===== config.mk =====
export PLATFORM = sky130hd
export DESIGN_NAME = axi4lite_mmio_splitter
export DESIGN_NICKNAME = d
export VERILOG_FILES = /design/src/rtl/mmio_pkg.sv /design/src/rtl/mmio_byte_fifo.sv /design/src/rtl/axi4lite_mmio_splitter.sv
export SDC_FILE = /design/constraint.sdc
export NUM_CORES = 1
export LEC_CHECK = 0
export ABC_AREA = 1
export CAP_MARGIN = 20
export CORE_MARGIN = 2
export CORE_UTILIZATION = 45
export DETAILED_ROUTE_END_ITERATION = 16
export PLACE_DENSITY_LB_ADDON = 0.05
export SYNTH_ARGS = -nofsm -noshare
export SYNTH_HDL_FRONTEND = slang
export SYNTH_HIERARCHICAL = 1
export SYNTH_SLANG_ARGS = --single-unit

===== constraint.sdc =====
create_clock -name clk -period 4.9 [get_ports clk]
set_clock_uncertainty 0.1 [all_clocks]
set_input_delay 0.49 -clock clk [delete_from_list [all_inputs] [get_ports clk]]
set_output_delay 0.49 -clock clk [all_outputs]
set_load 0.01 [all_outputs]

===== src/rtl/mmio_pkg.sv =====
// Shared constants and FSM state types for the picorv32 AXI4-lite MMIO splitter.
package mmio_pkg;

  localparam logic [31:0] RAM_BYTES_DEF    = 32'd131072;
  localparam logic [31:0] CONSOLE_ADDR_DEF = 32'h1000_0000;
  localparam logic [31:0] PASS_ADDR_DEF    = 32'h2000_0000;
  localparam logic [31:0] PASS_MAGIC_DEF   = 32'd123456789;
  localparam int          FIFO_DEPTH_DEF   = 16;

  typedef enum logic [1:0] {W_IDLE, W_FWD, W_LOCAL, W_RESP} wr_state_t;
  typedef enum logic [2:0] {R_IDLE, R_FWD, R_WAIT, R_LOCAL, R_RESP} rd_state_t;

  function automatic logic in_ram(input logic [31:0] addr, input logic [31:0] ram_bytes);
    return addr < ram_bytes;
  endfunction

endpackage


===== src/rtl/mmio_byte_fifo.sv =====
// Console byte buffer: power-of-two depth, head visible on dout while not empty.
module mmio_byte_fifo #(
  parameter int DEPTH = 16
) (
  input  logic       clk,
  input  logic       resetn,
  input  logic       push,
  input  logic [7:0] din,
  output logic       full,
  input  logic       pop,
  output logic [7:0] dout,
  output logic       empty
);
  localparam int AW = $clog2(DEPTH);

  logic [7:0]    mem [DEPTH];
  logic [AW-1:0] wr_ptr, rd_ptr;
  logic [AW:0]   count;
  logic          do_push, do_pop;

  // full is sampled before any same-cycle pop, so a pop never admits a push
  assign do_push = push && !full;
  assign do_pop  = pop && !empty;
  assign full    = (count == (AW+1)'(DEPTH));
  assign empty   = (count == '0);
  assign dout    = mem[rd_ptr];

  always_ff @(posedge clk) begin
    if (do_push) mem[wr_ptr] <= din;
  end

  always_ff @(posedge clk) begin
    if (!resetn) begin
      wr_ptr <= '0;
      rd_ptr <= '0;
      count  <= '0;
    end else begin
      if (do_push) wr_ptr <= wr_ptr + 1'b1;
      if (do_pop)  rd_ptr <= rd_ptr + 1'b1;
      case ({do_push, do_pop})
        2'b10:   count <= count + 1'b1;
        2'b01:   count <= count - 1'b1;
        default: count <= count;
      endcase
    end
  end

endmodule


===== src/rtl/axi4lite_mmio_splitter.sv =====
// Splits picorv32 AXI4-lite traffic: RAM window forwarded, console/pass MMIO terminated locally.
// state   | meaning
// W_IDLE  | collect AW and W independently, decode once both latched
// W_FWD   | replay AW/W downstream, wait for downstream B
// W_LOCAL | perform console/pass/oob side effect
// W_RESP  | hold s_bvalid until accepted
// R_IDLE  | accept AR and decode
// R_FWD   | present AR downstream
// R_WAIT  | wait for downstream R
// R_LOCAL | out-of-range read returns zero
// R_RESP  | hold s_rvalid/s_rdata until accepted
module axi4lite_mmio_splitter
  import mmio_pkg::*;
#(
  parameter logic [31:0] RAM_BYTES    = RAM_BYTES_DEF,
  parameter logic [31:0] CONSOLE_ADDR = CONSOLE_ADDR_DEF,
  parameter logic [31:0] PASS_ADDR    = PASS_ADDR_DEF,
  parameter logic [31:0] PASS_MAGIC   = PASS_MAGIC_DEF,
  parameter int          FIFO_DEPTH   = FIFO_DEPTH_DEF
) (
  input  logic        clk,
  input  logic        resetn,
  input  logic        s_awvalid,
  output logic        s_awready,
  input  logic [31:0] s_awaddr,
  input  logic        s_wvalid,
  output logic        s_wready,
  input  logic [31:0] s_wdata,
  input  logic [3:0]  s_wstrb,
  output logic        s_bvalid,
  input  logic        s_bready,
  input  logic        s_arvalid,
  output logic        s_arready,
  input  logic [31:0] s_araddr,
  input  logic [2:0]  s_arprot,
  output logic        s_rvalid,
  input  logic        s_rready,
  output logic [31:0] s_rdata,
  output logic        m_awvalid,
  input  logic        m_awready,
  output logic [31:0] m_awaddr,
  output logic [2:0]  m_awprot,
  output logic        m_wvalid,
  input  logic        m_wready,
  output logic [31:0] m_wdata,
  output logic [3:0]  m_wstrb,
  input  logic        m_bvalid,
  output logic        m_bready,
  output logic        m_arvalid,
  input  logic        m_arready,
  output logic [31:0] m_araddr,
  output logic [2:0]  m_arprot,
  input  logic        m_rvalid,
  output logic        m_rready,
  input  logic [31:0] m_rdata,
  output logic        con_valid,
  input  logic        con_ready,
  output logic [7:0]  con_data,
  output logic        tests_passed,
  output logic        oob_error
);
  wr_state_t   wr_state;
  rd_state_t   rd_state;
  logic        aw_latched, w_latched;
  logic [31:0] awaddr_q, wdata_q, araddr_q;
  logic [3:0]  wstrb_q;
  logic [2:0]  arprot_q;
  logic        oob_wr, oob_rd;
  logic        con_push, con_pop, con_full, con_empty;

  assign m_awaddr  = awaddr_q;
  assign m_awprot  = 3'b000;
  assign m_wdata   = wdata_q;
  assign m_wstrb   = wstrb_q;
  assign m_araddr  = araddr_q;
  assign m_arprot  = arprot_q;
  assign oob_error = oob_wr | oob_rd;
  assign con_valid = !con_empty;
  assign con_pop   = con_valid && con_ready;
  assign con_push  = (wr_state == W_LOCAL) && (awaddr_q == CONSOLE_ADDR) && !con_full;

  mmio_byte_fifo #(.DEPTH(FIFO_DEPTH)) u_con_fifo (
    .clk   (clk),
    .resetn(resetn),
    .push  (con_push),
    .din   (wdata_q[7:0]),
    .full  (con_full),
    .pop   (con_pop),
    .dout  (con_data),
    .empty (con_empty)
  );

  always_ff @(posedge clk) begin
    if (!resetn) begin
      wr_state     <= W_IDLE;
      aw_latched   <= 1'b0;
      w_latched    <= 1'b0;
      awaddr_q     <= '0;
      wdata_q      <= '0;
      wstrb_q      <= '0;
      s_awready    <= 1'b0;
      s_wready     <= 1'b0;
      s_bvalid     <= 1'b0;
      m_awvalid    <= 1'b0;
      m_wvalid     <= 1'b0;
      m_bready     <= 1'b0;
      tests_passed <= 1'b0;
      oob_wr       <= 1'b0;
    end else begin
      case (wr_state)
        W_IDLE: begin
          if (s_awvalid && s_awready) begin
            aw_latched <= 1'b1;
            awaddr_q   <= s_awaddr;
            s_awready  <= 1'b0;
          end else if (!aw_latched) s_awready <= 1'b1;
          if (s_wvalid && s_wready) begin
            w_latched <= 1'b1;
            wdata_q   <= s_wdata;
            wstrb_q   <= s_wstrb;
            s_wready  <= 1'b0;
          end else if (!w_latched) s_wready <= 1'b1;
          if (aw_latched && w_latched) begin
            if (in_ram(awaddr_q, RAM_BYTES)) begin
              m_awvalid <= 1'b1;
              m_wvalid  <= 1'b1;
              wr_state  <= W_FWD;
            end else wr_state <= W_LOCAL;
          end
        end
        W_FWD: begin
          if (m_awready) m_awvalid <= 1'b0;
          if (m_wready)  m_wvalid  <= 1'b0;
          if (m_bready && m_bvalid) begin
            m_bready <= 1'b0;
            s_bvalid <= 1'b1;
            wr_state <= W_RESP;
          end else if ((!m_awvalid || m_awready) && (!m_wvalid || m_wready)) m_bready <= 1'b1;
        end
        W_LOCAL: begin
          if (awaddr_q == CONSOLE_ADDR) begin
            if (!con_full) begin
              s_bvalid <= 1'b1;
              wr_state <= W_RESP;
            end
          end else begin
            if (awaddr_q == PASS_ADDR) begin
              if (wdata_q == PASS_MAGIC) tests_passed <= 1'b1;
            end else oob_wr <= 1'b1;
            s_bvalid <= 1'b1;
            wr_state <= W_RESP;
          end
        end
        W_RESP: begin
          if (s_bready) begin
            s_bvalid   <= 1'b0;
            aw_latched <= 1'b0;
            w_latched  <= 1'b0;
            s_awready  <= 1'b1;
            s_wready   <= 1'b1;
            wr_state   <= W_IDLE;
          end
        end
        default: wr_state <= W_IDLE;
      endcase
    end
  end

  always_ff @(posedge clk) begin
    if (!resetn) begin
      rd_state  <= R_IDLE;
      araddr_q  <= '0;
      arprot_q  <= '0;
      s_arready <= 1'b0;
      s_rvalid  <= 1'b0;
      s_rdata   <= '0;
      m_arvalid <= 1'b0;
      m_rready  <= 1'b0;
      oob_rd    <= 1'b0;
    end else begin
      case (rd_state)
        R_IDLE: begin
          if (s_arvalid && s_arready) begin
            araddr_q  <= s_araddr;
            arprot_q  <= s_arprot;
            s_arready <= 1'b0;
            if (in_ram(s_araddr, RAM_BYTES)) begin
              m_arvalid <= 1'b1;
              rd_state  <= R_FWD;
            end else begin
              oob_rd   <= 1'b1;
              rd_state <= R_LOCAL;
            end
          end else s_arready <= 1'b1;
        end
        R_FWD: begin
          if (m_arready) begin
            m_arvalid <= 1'b0;
            m_rready  <= 1'b1;
            rd_state  <= R_WAIT;
          end
        end
        R_WAIT: begin
          if (m_rvalid) begin
            s_rdata  <= m_rdata;
            m_rready <= 1'b0;
            s_rvalid <= 1'b1;
            rd_state <= R_RESP;
          end
        end
        R_LOCAL: begin
          s_rdata  <= '0;
          s_rvalid <= 1'b1;
          rd_state <= R_RESP;
        end
        R_RESP: begin
          if (s_rready) begin
            s_rvalid  <= 1'b0;
            s_arready <= 1'b1;
            rd_state  <= R_IDLE;
          end
        end
        default: rd_state <= R_IDLE;
      endcase
    end
  end

endmodule


==> flow_metrics.tcl, run 1 <==
set metrics [dict create \
    hold_ws_ps 354 \
    tightest_slew_ps 1020 \
    outcome "completed" \
    slowest_delay_ps 780 \
    port_buffers 303 \
    core_area_um2 26700 \
    worstSetupPathType "flop to output port" \
    final_common_cell "clkdlybuf4s50_1" \
    cts-resized-gates 0 \
    die_w_um 168 \
    cts-root-buf "clkbuf_16" \
    grt_pass1_vias 9444 \
    ys_dominant_reg_cell "dfxtp_1" \
    ys_ff_latch 300 \
    grt_use_total_pct 22.8 \
    drc 0 \
    synth_cells 1284 \
    drive_above_1_share_pct 5.97 \
    postRouteAntennaNets 0 \
    slew_violations 0 \
    grt_setup_unrepaired "false" \
    cts_buffers 31 \
    fin_util_pct 61.5 \
    grt_overflow 0 \
    finalNetCount 1725 \
    worst_ep_required_time_ps 4310 \
    wl_per_cell_um 17.0 \
    pwr-share-comb_pct 19.3 \
    cts_tree "built" \
    via_per_inst 5.01 \
    switching_share_pct 27.3 \
    ctsHoldBuffers 0 \
    finalCriticalPeriod_ps 3730 \
    setup_viol 0 \
    leakagePower_nw 6.03 \
    hpwl_mm 22.7 \
    min_path_type "flop to flop" \
    htreeDepth 1 \
    ys_async_sr_fraction_pct 0 \
    relSlewSlack_pct 32.2 \
    die_y_um 168 \
    routed-via-count 9697 \
    cts.sinks 300 \
    cp-start-kind "flop" \
    syn-mean-instance-area_um2 9.43 \
    grt_pass1_wl_mm 51.1 \
    post_cts_buffers 0 \
    first_iter_violations 552 \
    finalSetupTns_ps 0 \
    fin_ws_ps 1170 \
    yosysUniqueCellTypes 40 \
    synthesis.area_um2 12100 \
    cp_slowest_cell "inv_1" \
    ys_seq_area_share_pct 60.2 \
    post-route-period-util_pct 76.2 \
    cts.clk_slew.worst_paths_ps 60 \
    ys_warn_count 6 \
    hold_violations 0 \
    wirelength_mm 32.8 \
    cp_max_fo 33 \
    seqPwrFrac_pct 44.9 \
    rows 60 \
    final_cell_mix "302 x clkdlybuf4s50_1, 225 x nand2_1, 171 x dfxtp_1" \
    max_freq_mhz 268 \
    antenna_found_initial 3 \
    synth-edff-count 128 \
    place_congestion 0.809 \
    p_sw_mw 1.79 \
    cts_buffer_depth 3 \
    cap_violations 0 \
    endpoint_kind "output port" \
    pre_cts_slack_ps 1640 \
    dr.pass1.iters 4 \
    crit_path_cell_trace "buf_4 -> inv_1 -> o21ai_0 -> o211ai_1 -> nand2_1 -> clkdlybuf4s50_1" \
    power.density_nw_per_um2 402 \
    start_util_pct 45.4 \
    p_int_mw 4.78 \
    ir_worst_vdd_uv 287 \
    grt_max_degree 97 \
    pwr-share-clk_pct 35.9 \
    ios 307 \
    clock_latency_ps 570 \
    worstPathArrival_ps 3140 \
    synthToLayoutAreaGrowth_pct 35.3 \
    dieArea_um2 28200 \
]
-- state kept, by name, indices dropped and copies added, names as in the netlist, 2 cells and up, named ones only --
| name | cells |
|---|---|
| m_araddr | 32 |
| m_arprot | 3 |
| m_awaddr | 32 |
| m_wdata | 32 |
| m_wstrb | 4 |
| rd_state | 3 |
| s_rdata | 32 |
| u_con_fifo/count | 5 |
| u_con_fifo/mem | 128 |
| u_con_fifo/rd_ptr | 4 |
| u_con_fifo/wr_ptr | 4 |
| wr_state | 2 |
-- stage by stage --
stage	area (um2)	total power, mW	instances
after global placement	15300	4.26	1872
after floorplan	12100	3.60	1286
final	16400	6.58	1934
after global routing	16400	6.89	1932
after detailed placement	15300	4.27	1872
after CTS	16300	6.64	1930
-- cell type report --
type,instances,area (um2)
diodes,2,5.00
clock inverters,11,101
clock buffers,47,937
multi-input cells,799,4010
flip-flops and latches,300,7290
repair buffers,318,3170
well taps,341,427
fillers,2260,10300
inverters,116,438
-- cell usage after synthesis, drive strengths merged, types with 4 or more instances --
library cell	number	share of area (%)
buf	37	2.1
clkbuf	34	1.1
o21ai	118	4.9
nand2	227	7.2
o211ai	32	2.0
mux2i	32	2.6
a31oi	4	0.21
inv	115	3.6
dfxtp	172	28
nand4	5	0.26
ha	11	1.1
nand3	35	1.5
nor2	149	4.8
edfxtp	128	32
xor2	4	0.29
a21oi	150	6.4
nor3	15	0.62
-- per-layer routing --
| metal | track usage, % | share of wire [%] | vias up |
|---|---|---|---|
| li1 | - | - | 4864 |
| met1 | 27.0 | 40 | 4498 |
| met2 | 39.0 | 48 | 270 |
| met3 | 7.50 | 8.2 | 63 |
| met4 | 8.02 | 3.5 | 2 |
| met5 | 0 | 0.040 | - |
-- power by group through the flow --
stage / Combinational, mW / Sequential (mW) / Clock (mW)
floorplan: 0.527 / 3.07 / 0
global placement: 1.26 / 3.00 / 0
detailed placement: 1.26 / 3.00 / 0
CTS: 1.27 / 2.95 / 2.42
global route: 1.40 / 2.97 / 2.51
finish: 1.27 / 2.95 / 2.36
-- worst paths after layout --
check,startpoint,endpoint,slack (ps),cells past startpoint
hold reg to reg,s_rvalid,s_rvalid,350,2
setup reg to reg,wr_state[1],s_wready,1670,7
hold / removal,s_rvalid,s_rvalid,350,2
setup / recovery,flop,con_data[0],1170,6
-- worst max-delay path: cells and delay by family (launching register included) --
family,cells,cell delay (ps)
AOI/OAI and AO/OA,2,650
DFF,1,300
buffers and inverters,3,1510
and+or+nand+nor,1,80
-- kinds of logic after synthesis --
kind of cell | count (synthesis) | share of synthesized area (%)
adders and majority gates | 11 | 1.14
other | 1 | 0.0310
muxes | 32 | 2.65
AOI/OAI and AO/OA | 310 | 13.9
DFF | 300 | 60.2
xor gates and xnor gates | 6 | 0.434
buffers and inverters | 187 | 6.85
and+or+nand+nor | 437 | 14.9
(Power assumes the default switching activity.)
==> run 2, diff against run 1 <==
==> constraint.sdc (replaced) <==
create_clock -name clk -period 3.55 [get_ports clk]
set_clock_uncertainty 0.1 [all_clocks]
set_input_delay 0.355 -clock clk [delete_from_list [all_inputs] [get_ports clk]]
set_output_delay 0.355 -clock clk [all_outputs]
set_load 0.01 [all_outputs]
==> flow_metrics.tcl, run 2 (synthesized netlist as in run 1, its figures left out) <==
set metrics [dict create \
    outcome "completed" \
    final_common_cell "clkdlybuf4s50_1" \
    place_congestion 0.799 \
    r2r_cells 11 \
    min_path_type "primary input to flop" \
    num-fill-cells 2254 \
    via_per_inst 5.02 \
    hold_violations 0 \
    final_area_um2 16500 \
    endpoint_kind "output port" \
    die_w_um 168 \
    finalSetupTns_ps 0 \
    cp-start-kind "flop" \
    grt_overflow 0 \
    ios 307 \
    min_to "m_awaddr[12]" \
    largest_reg_flops 128 \
    htreeDepth 2 \
    post_cts_buffers 0 \
    first_iter_violations 620 \
    cp_max_fo 32 \
    ir_worst_vdd_uv 429 \
    grt_max_degree 82 \
    routed-via-count 9732 \
    grt_pass1_wl_mm 52.1 \
    wl_per_cell_um 17.2 \
    cap_violations 0 \
    grt_setup_unrepaired "false" \
    die_y_um 168 \
    whs_path_depth 3 \
    p_total_mw 9.30 \
    drc 0 \
    worstSetupPathType "flop to output port" \
    cts-root-buf "clkbuf_16" \
    fin_ws_ps 403 \
    tightest_slew_ps 968 \
    cts_tree "built" \
    cts.clk_slew.worst_paths_ps 60 \
    cts.sinks 300 \
    dpl_cell_area_um2 15400 \
    postRouteAntennaNets 0 \
    finalNetCount 1733 \
    cts-resized-gates 0 \
    clock_latency_ps 500 \
    diodes 0 \
    leakagePower_nw 6.08 \
    core_area_um2 26700 \
    min_from "s_awaddr[12]" \
    synthToLayoutAreaGrowth_pct 36.1 \
    fin_util_pct 61.8 \
    dr.pass1.iters 5 \
    drive_above_1_share_pct 6.20 \
    port_buffers 303 \
    finalCriticalPeriod_ps 3150 \
    setup_viol 0 \
    start_util_pct 45.4 \
    grt_pass1_vias 9597 \
    wirelength_mm 33.4 \
    worstPathArrival_ps 2690 \
    max_freq_mhz 318 \
    post-route-period-util_pct 88.7 \
    slew_violations 0 \
    ctsHoldBuffers 0 \
    reg2reg_from "m_awaddr[1]" \
    rr_endpoint "u_con_fifo/mem[7][4]" \
    rows 60 \
    antenna_found_initial 1 \
    power.density_nw_per_um2 564 \
    relSlewSlack_pct 35.4 \
    final_cell_mix "302 x clkdlybuf4s50_1, 225 x nand2_1, 171 x dfxtp_1" \
    pre_cts_slack_ps 704 \
    cts_buffers 34 \
    worst_ep_required_time_ps 3090 \
    r2r_setup_slack_ps 710 \
    cts_buffer_depth 3 \
    dieArea_um2 28200 \
    grt_use_total_pct 23.5 \
    hpwl_mm 23.7 \
    largest-register "u_con_fifo/mem" \
]
## run 2: cell count changes in the layout (fill, tap and decap cells not counted), sizes merged
cell | before | now
buf | 16 | 21
bufinv | 1 | 2
clkbuf | 47 | 51
clkinv | 8 | 3
clkinvlp | 1 | 0
diode | 2 | 0
inv | 117 | 120
## run 2: where the power goes
part	switching (mW)	leakage, nW	internal (mW)	total [mW]
Combinational	0.938	2.95	0.812	1.75
Clock	1.35	0.554	2.13	3.48
Sequential	0.173	2.58	3.89	4.07
## run 2: per-layer routing
metal,vias up,GRT usage (%),routed length [um]
met4,0,5.97,703
met5,-,0,0
met1,4572,27.5,13400
met3,50,7.40,2470
li1,4867,-,-
met2,243,41.8,16800
## run 2: cell type report
cell class / count / area, um2 / area share, %
multi-input cells: 799 / 4010 / 24.3
well taps: 341 / 427 / 2.59
clock inverters: 9 / 105 / 0.638
repair buffers: 323 / 3190 / 19.4
inverters: 116 / 438 / 2.66
clock buffers: 51 / 1020 / 6.17
flip-flops and latches: 300 / 7290 / 44.3
## run 2: worst max-delay path by stage
stage | start | to | slack, ps | cells past startpoint
detailed placement | m_awaddr[5] | u_con_fifo/mem[7][6] | 700 | 11
global placement | m_awaddr[2] | u_con_fifo/mem[7][3] | 790 | 11
finish | flop | con_data[0] | 400 | 5
CTS | flop | con_data[7] | 450 | 5
floorplan | m_awaddr[1] | u_con_fifo/count[4] | 990 | 20
global route | flop | con_data[7] | 240 | 5
## run 2: critical path, cell delays in order, from the launching register on
cell	delay [ps]
dfxtp_1	310
inv_1	690
o21ai_0	390
o211ai_1	250
nand2_1	70
clkdlybuf4s50_1	470
## run 2: metrics by stage
| stage | hold slack [ps] | cells |
|---|---|---|
| CTS | 284 | 1939 |
| floorplan | 335 | 1286 |
| global route | 294 | 1939 |
| detailed placement | 345 | 1879 |
| finish | 301 | 1939 |
| global placement | 344 | 1879 |
==> run 3, diff against run 2 <==
--- a/config.mk
+++ b/config.mk
@@ -10,6 +10,7 @@
 export CORE_MARGIN = 2
 export CORE_UTILIZATION = 45
 export DETAILED_ROUTE_END_ITERATION = 16
+export DONT_BUFFER_PORTS = 1
 export PLACE_DENSITY_LB_ADDON = 0.05
 export SYNTH_ARGS = -nofsm -noshare
 export SYNTH_HDL_FRONTEND = slang
==> flow_metrics.tcl, run 3 (synthesized netlist as in run 1, its figures left out) <==
set metrics [dict create \
    final_common_cell "nand2_1" \
    post_cts_buffers 0 \
    cp_num_buf_inv 2 \
    dr.pass1.iters 4 \
    pre_cts_slack_ps 624 \
    setup_viol 0 \
    htreeDepth 2 \
    post-route-period-util_pct 82.6 \
    antenna_found_initial 1 \
    die_w_um 168 \
    hold_ws_ps 23.6 \
    finalSetupTns_ps 0 \
    rr_endpoint "u_con_fifo/mem[4][7]" \
    grt_pass1_vias 9310 \
    die_y_um 168 \
    whs_path_depth 3 \
    port_buffers 0 \
    largest-register "u_con_fifo/mem" \
    core_area_um2 26700 \
    cts-resized-gates 0 \
    finalCriticalPeriod_ps 2930 \
    cp-start-kind "flop" \
    synthToLayoutAreaGrowth_pct 23.2 \
    endpoint_kind "flop" \
    worst_ep_required_time_ps 3580 \
    cts_buffer_depth 3 \
    grt_use_total_pct 22.9 \
    relSlewSlack_pct 49.4 \
    min_from "m_rvalid" \
    outcome "completed" \
    worstPathArrival_ps 2960 \
    cts.sinks 300 \
    rows 60 \
    cp_slowest_cell "nor2_1" \
    pwr-share-comb_pct 12.8 \
    leakagePower_nw 5.58 \
    grt_pass1_wl_mm 51.1 \
    via_per_inst 5.22 \
    first_iter_violations 567 \
    slew_violations 0 \
    switching_share_pct 27.4 \
    pwr-share-clk_pct 39.5 \
    cap_violations 0 \
    cts.clk_slew.worst_paths_ps 60 \
    worstSetupPathType "flop to flop" \
    wl_per_cell_um 18.5 \
    crit_path_cell_trace "inv_1 -> nand2_1 -> nor2_1 -> nand2_1 -> nor2_1 -> nand4_1 -> nor3_1 -> nand2_4 -> inv_4 -> nand2_1 -> nor2_1" \
    wirelength_mm 32.9 \
    drive_above_1_share_pct 7.08 \
    largest_reg_flops 128 \
    min_path_type "primary input to flop" \
    ir_worst_vdd_uv 468 \
    seqPwrFrac_pct 47.7 \
    ios 307 \
    start_util_pct 45.4 \
    hold_violations 0 \
    fin_util_pct 55.9 \
    cts-root-buf "clkbuf_16" \
    clock_latency_ps 510 \
    p_sw_mw 2.43 \
    p_int_mw 6.44 \
    place_congestion 0.827 \
    slowest_delay_ps 620 \
    min_to "rd_state[1]" \
    power.density_nw_per_um2 595 \
    grt_setup_unrepaired "false" \
    cts_buffers 35 \
    cp_max_fo 8 \
    r2r_cells 11 \
    routed-via-count 9314 \
    tightest_slew_ps 757 \
    reg2reg_from "m_awaddr[0]" \
    dieArea_um2 28200 \
    max_freq_mhz 341 \
    grt_overflow 0 \
    final_cell_mix "225 x nand2_1, 171 x dfxtp_1, 143 x nor2_1, 143 x a21oi_1, 140 x dlygate4sd3_1" \
    path_delay_family "simple AND/OR/NAND/NOR gates" \
    r2r_setup_slack_ps 620 \
    drc 0 \
    hpwl_mm 21.3 \
    cts_tree "built" \
    postRouteAntennaNets 0 \
    fin_ws_ps 616 \
    grt_max_degree 81 \
    finalNetCount 1573 \
]
[run 3: metrics by stage]
step           instances  power (mW)  area (um2)
4_1_cts             1782        8.95       14900
3_3_place_gp        1577        5.27       12300
3_5_place_dp        1577        5.28       12300
5_1_grt             1782        9.29       14900
2_1_floorplan       1286        4.97       12100
6_report            1783        8.87       14900
[run 3: cell type report]
type | instances | area [um2]
Clock buffer | 51 | 1020
Sequential cell | 300 | 7290
Fill cell | 2339 | 11700
Antenna cell | 1 | 2.50
Inverter | 116 | 438
Timing Repair Buffer | 162 | 1610
Tap cell | 341 | 427
Multi-Input combinational cell | 799 | 4000
Clock inverter | 13 | 123
[run 3: timing repair]
item | CTS | global route
setup endpoints to repair | 0 | 0
hold buffers | 141 | 0
endpoints found under the hold margin | 162 | 0
[run 3: power groups by stage]
| stage | clock network [mW] | logic [mW] | registers [mW] |
|---|---|---|---|
| after global placement | 0 | 0.967 | 4.30 |
| after floorplan | 0 | 0.727 | 4.24 |
| after detailed placement | 0 | 0.981 | 4.30 |
| after CTS | 3.59 | 1.13 | 4.23 |
| final | 3.50 | 1.13 | 4.23 |
| after global routing | 3.72 | 1.30 | 4.26 |
[run 3: worst reg2reg max path, delay by kind of cell, from the launching register on]
kind / cells / cell delay [ps]
buf+inv: 2 / 190
flops: 1 / 340
simple gates: 9 / 1920
[run 3: worst max-delay path by stage]
stage                     slack, ps        start                   end  cells after the start
final                           620  m_awaddr[0]  u_con_fifo/mem[4][7]                     11
after CTS                       600  m_awaddr[1]  u_con_fifo/mem[7][6]                     11
after global placement          720  m_awaddr[1]  u_con_fifo/mem[7][7]                     11
after detailed placement        620  m_awaddr[1]  u_con_fifo/mem[7][0]                     11
after global routing            350  m_awaddr[1]  u_con_fifo/mem[7][7]                     11
after floorplan                 990  m_awaddr[1]   u_con_fifo/count[4]                     20
[run 3: routing by layer]
metal	GRT usage (%)	part of all wire, %
met5	0	0
met2	40.9	51
met3	6.54	7.6
met4	6.01	1.9
met1	27.0	40
